### src/rtl/wb_commit_unit.sv
// Writeback commit: GPR file, HI/LO, LLbit and retired-writeback counter.
// Optional macro WB_BYPASS_EN adds same-cycle write-through forwarding to all read outputs.
module wb_commit_unit #(
  parameter int DATA_W = 32,
  parameter int ADDR_W = 5,
  parameter int NREG   = 32
) (
  input  logic              clk,
  input  logic              rst,
  input  logic [DATA_W-1:0] wb_wdata,
  input  logic [ADDR_W-1:0] wb_wd,
  input  logic              wb_wreg,
  input  logic [DATA_W-1:0] wb_hi,
  input  logic [DATA_W-1:0] wb_lo,
  input  logic              wb_whilo,
  input  logic              wb_LLbit_we,
  input  logic              wb_LLbit_value,
  input  logic              flush,
  input  logic              re1,
  input  logic [ADDR_W-1:0] raddr1,
  output logic [DATA_W-1:0] rdata1,
  input  logic              re2,
  input  logic [ADDR_W-1:0] raddr2,
  output logic [DATA_W-1:0] rdata2,
  output logic [DATA_W-1:0] hi_o,
  output logic [DATA_W-1:0] lo_o,
  output logic              LLbit_o,
  output logic [31:0]       retire_cnt
);

  logic [DATA_W-1:0] gpr_q [NREG];
  logic [DATA_W-1:0] hi_q, hi_d;
  logic [DATA_W-1:0] lo_q, lo_d;
  logic              llbit_q, llbit_d;
  logic [31:0]       retire_cnt_q, retire_cnt_d;
  logic              gpr_we;
  logic              commit;

  always_comb begin
    gpr_we       = wb_wreg && (wb_wd != '0);
    commit       = gpr_we || wb_whilo || wb_LLbit_we;
    hi_d         = wb_whilo ? wb_hi : hi_q;
    lo_d         = wb_whilo ? wb_lo : lo_q;
    // flush kills a pending LL/SC reservation even if the same bundle sets it
    llbit_d      = flush ? 1'b0 : (wb_LLbit_we ? wb_LLbit_value : llbit_q);
    retire_cnt_d = commit ? retire_cnt_q + 32'd1 : retire_cnt_q;
  end

  always_ff @(posedge clk) begin
    if (rst) begin
      for (int i = 0; i < NREG; i++) gpr_q[i] <= '0;
      hi_q         <= '0;
      lo_q         <= '0;
      llbit_q      <= 1'b0;
      retire_cnt_q <= '0;
    end else begin
      if (gpr_we) gpr_q[wb_wd] <= wb_wdata;
      hi_q         <= hi_d;
      lo_q         <= lo_d;
      llbit_q      <= llbit_d;
      retire_cnt_q <= retire_cnt_d;
    end
  end

  always_comb begin
    rdata1 = '0;
    if (rst || raddr1 == '0 || !re1) rdata1 = '0;
`ifdef WB_BYPASS_EN
    else if (gpr_we && wb_wd == raddr1) rdata1 = wb_wdata;
`endif
    else rdata1 = gpr_q[raddr1];
  end

  always_comb begin
    rdata2 = '0;
    if (rst || raddr2 == '0 || !re2) rdata2 = '0;
`ifdef WB_BYPASS_EN
    else if (gpr_we && wb_wd == raddr2) rdata2 = wb_wdata;
`endif
    else rdata2 = gpr_q[raddr2];
  end

  always_comb begin
    hi_o    = '0;
    lo_o    = '0;
    LLbit_o = 1'b0;
    if (!rst) begin
`ifdef WB_BYPASS_EN
      // the next-state values already encode the forwarding priorities
      hi_o    = hi_d;
      lo_o    = lo_d;
      LLbit_o = llbit_d;
`else
      hi_o    = hi_q;
      lo_o    = lo_q;
      LLbit_o = llbit_q;
`endif
    end
  end

  assign retire_cnt = retire_cnt_q;

endmodule

### config.mk
export PLATFORM = sky130hd
export DESIGN_NAME = wb_commit_unit
export DESIGN_NICKNAME = d
export VERILOG_FILES = /design/src/rtl/wb_commit_unit.sv
export SDC_FILE = /design/constraint.sdc
export NUM_CORES = 2
export LEC_CHECK = 0
export ABC_CLOCK_PERIOD_IN_PS = 3300
export CORE_ASPECT_RATIO = 2
export CORE_UTILIZATION = 29
export CTS_CLUSTER_DIAMETER = 80
export DETAILED_ROUTE_END_ITERATION = 6
export MAX_ROUTING_LAYER = met4
export PLACE_DENSITY = 0.54
export SLEW_MARGIN = 0
export SYNTH_ARGS = -nofsm -noshare
export SYNTH_HDL_FRONTEND = slang
export SYNTH_SLANG_ARGS = --single-unit
### constraint.sdc
create_clock -name clk -period 3.3 [get_ports clk]
set_input_delay 0.495 -clock clk [delete_from_list [all_inputs] [get_ports clk]]
set_output_delay 0.495 -clock clk [all_outputs]
set_load 0.01 [all_outputs]
==> impl_results.md <==
- Status: complete, but fails checks
- Failing checks: negative setup slack
- Crit path top cell by count: clkdlybuf4s50_1
- Part of the cycle the worst path needs: 1.012
- Worst stage delay on the critical path: 0.63 ns
- Antenna violations before repair: 33
- Slew Limit Fails: 0
- Worst skew pair latency: 0.74 ns
- #FFs+latches synth: 1121
- ANT nets after route: 0
- Worst Slack Setup Final: -0.04031 ns
- # DRC: 0
- Crit-path max FO: 19
- # rows: 234
- Clock root buffer master: clkbuf_16
- Place WS: -0.2538 ns
- Slew @ Worst Pin: 1.150 ns
- Starting Density: 0.2915
- Startpoint Class: input pin
- DPL Wire Length: 155.8 mm
- Met1 wire length: 72.15 mm
- Seq/Total Area, Yosys: 0.5534
- Top Family by Delay on Critical Path: buffers and inverters
- Max-cap violations: 0
- Setup skew after layout: 0.002137 ns
- Most frequent cells after synthesis: edfxtp_1, and2_1, mux2i_1
- DR WL met2: 120.1 mm
- CTS sink cnt: 1121
- Setup tns final: -0.04177 ns
- Vias: 39.90k
- LEAKAGE: 26.10 nW
- CP max stage cell: clkdlybuf4s50_1
- Clock Path Buffers: 3
- First-pass GRT wire length: 305.5 mm
- Worst endpoint required time: 2.80 ns
- Final min period: 3.340 ns
- Post-synth EDFFs: 1024
- Peak Freq: 299.4 MHz
- Area Growth Syn to Fin: 21.42%
- Final nets: 4947
- Worst IR Drop VDD: 0.0004192 V
- P per Cell Area: 474.6 nW/µm²
- Num CTS Buffers: 104
- Via density: 5.212
- Die area: 205600 µm²
- Avg WL per Cell: 28.57 µm
- Area contributors post-synth: edfxtp_1, and2_1, mux2i_1
- CTS Hold Buffers Added: 0
- Post-placement cell count: 7432
- Gr usage total: 0.2162
- Overall power: 34.04 mW
- Kind of critical path: in -> out
- DRT iter0 DRCs: 2921
- # port buffers: 280
- CP Cell Sequence: clkdlybuf4s50_1, nor4b_1, o31a_2, buf_12, nand2_1, nand4_1, clkdlybuf4s50_1
- CTS HTree Levels: 3
- Layout Cells excl Fill: 7656
- Worst hold slack: 0.1239 ns
- Layout cells sized above 1: 0.1848
- Cell accounting for the most synthesized area: edfxtp_1
- Syn Std Cell Area: 59070 µm²
- GPL Wtd Cong: 0.8897
- Rel. slew slack: 0.2309
- Reg clk slew, reported paths: 0.07 ns
- Synth top area share: 0.5206
- Final Hold Viols: 0
- Final setup fails: 2
- Die X: 321.1 µm
- Critical path arrival: 2.85 ns
- Total global routing overflow: 0
- Pin count of the biggest net entering global routing: 167
- Yosys cell types: 50
- CTS tree: done
- Wire length on met3: 11.98 mm
- Vias in the first global route: 42.15k
- Most common cell in the netlist: edfxtp_1
- Ports: 281
- Ys flop type: edfxtp_1
- Die span in y: 640.3 µm
- Avg Inst Size Synth: 13.01 µm²
- Hold crit path type: in -> reg
- Asr flop ratio synth: 0
- Drt first pass iters: 6
- RSZ-0062 raised after global routing: false
- Yosys warns: 0
- Endpoint class of the critical path: primary output
- Area of the core: 202600 µm²
- Syn Inst Count: 4541
- Routed Wire Length: 218.7 mm
- Uppermost layer routed: met4
- Worst Path Buf+Inv: 3
[cell families after synthesis]
| logic type | after synthesis | synth area share |
|---|---|---|
| AOI/OAI and AO/OA | 375 | 0.04173 |
| xor gates and xnor gates | 4 | 0.0005930 |
| adders and majority gates | 1 | 0.0002118 |
| buffers and inverters | 452 | 0.03171 |
| DFF | 1121 | 0.5534 |
| muxes | 901 | 0.2084 |
| other | 1 | 0.00006348 |
| and+or+nand+nor | 1686 | 0.1639 |
[metrics by stage]
step,area (µm²),utilization
floorplan,59190,-
global placement,67910,0.3352
detailed placement,67910,0.3352
CTS,71570,0.3532
global route,71710,0.3539
finish,71720,0.3540
[path summary, 6_finish.rpt]
check	from	end	slack, ns	cells after the start
worst min register to register	hi_q[19]	hi_q[19]	0.49	2
worst max-delay path	re1	rdata1[11]	-0.04	7
worst max register to register	retire_cnt[7]	retire_cnt[31]	1.15	4
worst min-delay path	rst	gpr_q[0][31]	0.12	1
[layout make-up]
class	instances	area (µm²)
multi-input cells	2999	24980
inverters	5	18.77
clock inverters	75	965.9
well taps	2714	3396
flip-flops and latches	1121	32690
clock buffers	119	2721
repair buffers	595	6877
fillers	19830	130900
diodes	28	70.07
[registers in the layout (all words and copies together), names as in the netlist]
register / cells
gpr_q: 1024
hi_q: 32
lo_q: 32
retire_cnt: 32
llbit_q: 1
[cells in the final DEF (no fill, tap or decap), types with 15 or more instances in the layout]
| cell type | synthesis | layout |
|---|---|---|
| a21oi_1 | 150 | 150 |
| diode_2 | 0 | 28 |
| bufinv_16 | 0 | 19 |
| a22oi_1 | 192 | 190 |
| nor2_4 | 0 | 34 |
| nand2_1 | 204 | 204 |
| buf_4 | 4 | 186 |
| o31ai_1 | 19 | 19 |
| edfxtp_1 | 1024 | 1024 |
| nor2_1 | 109 | 75 |
| conb_1 | 1 | 32 |
| nand3_1 | 140 | 140 |
| or2_2 | 32 | 32 |
| or4_1 | 22 | 22 |
| clkbuf_16 | 0 | 107 |
| clkdlybuf4s50_1 | 0 | 227 |
| mux2i_1 | 578 | 578 |
| mux4_2 | 256 | 256 |
| clkinv_2 | 0 | 21 |
| mux2_2 | 66 | 66 |
| nor2b_1 | 74 | 70 |
| nand4_1 | 72 | 72 |
| dlygate4sd2_1 | 0 | 28 |
| clkinv_1 | 0 | 15 |
| buf_12 | 0 | 133 |
| dfxtp_1 | 97 | 97 |
| and2_1 | 995 | 993 |
[routing by layer]
layer,track usage,vias to the layer above
li1,-,17380
met1,0.2046,20240
met2,0.4062,1609
met3,0.03554,673
met4,0.1262,0
met5,-,-
[power by group]
part / switching (mW) / internal, mW / total, mW
sequential: 0.376 / 16.2 / 16.6
combinational: 2.29 / 1.81 / 4.10
clock: 5.85 / 7.47 / 13.3
[timing repair]
| item | in CTS | in global routing |
|---|---|---|
| buffers inserted | 0 | 1 |
| gates resized for setup | 34 | 15 |
| gates cloned | 0 | 1 |
| pin swaps | 2 | 1 |
| setup endpoints to repair | 42 | 14 |
No activity file was read; power rests on OpenSTA's default activity.
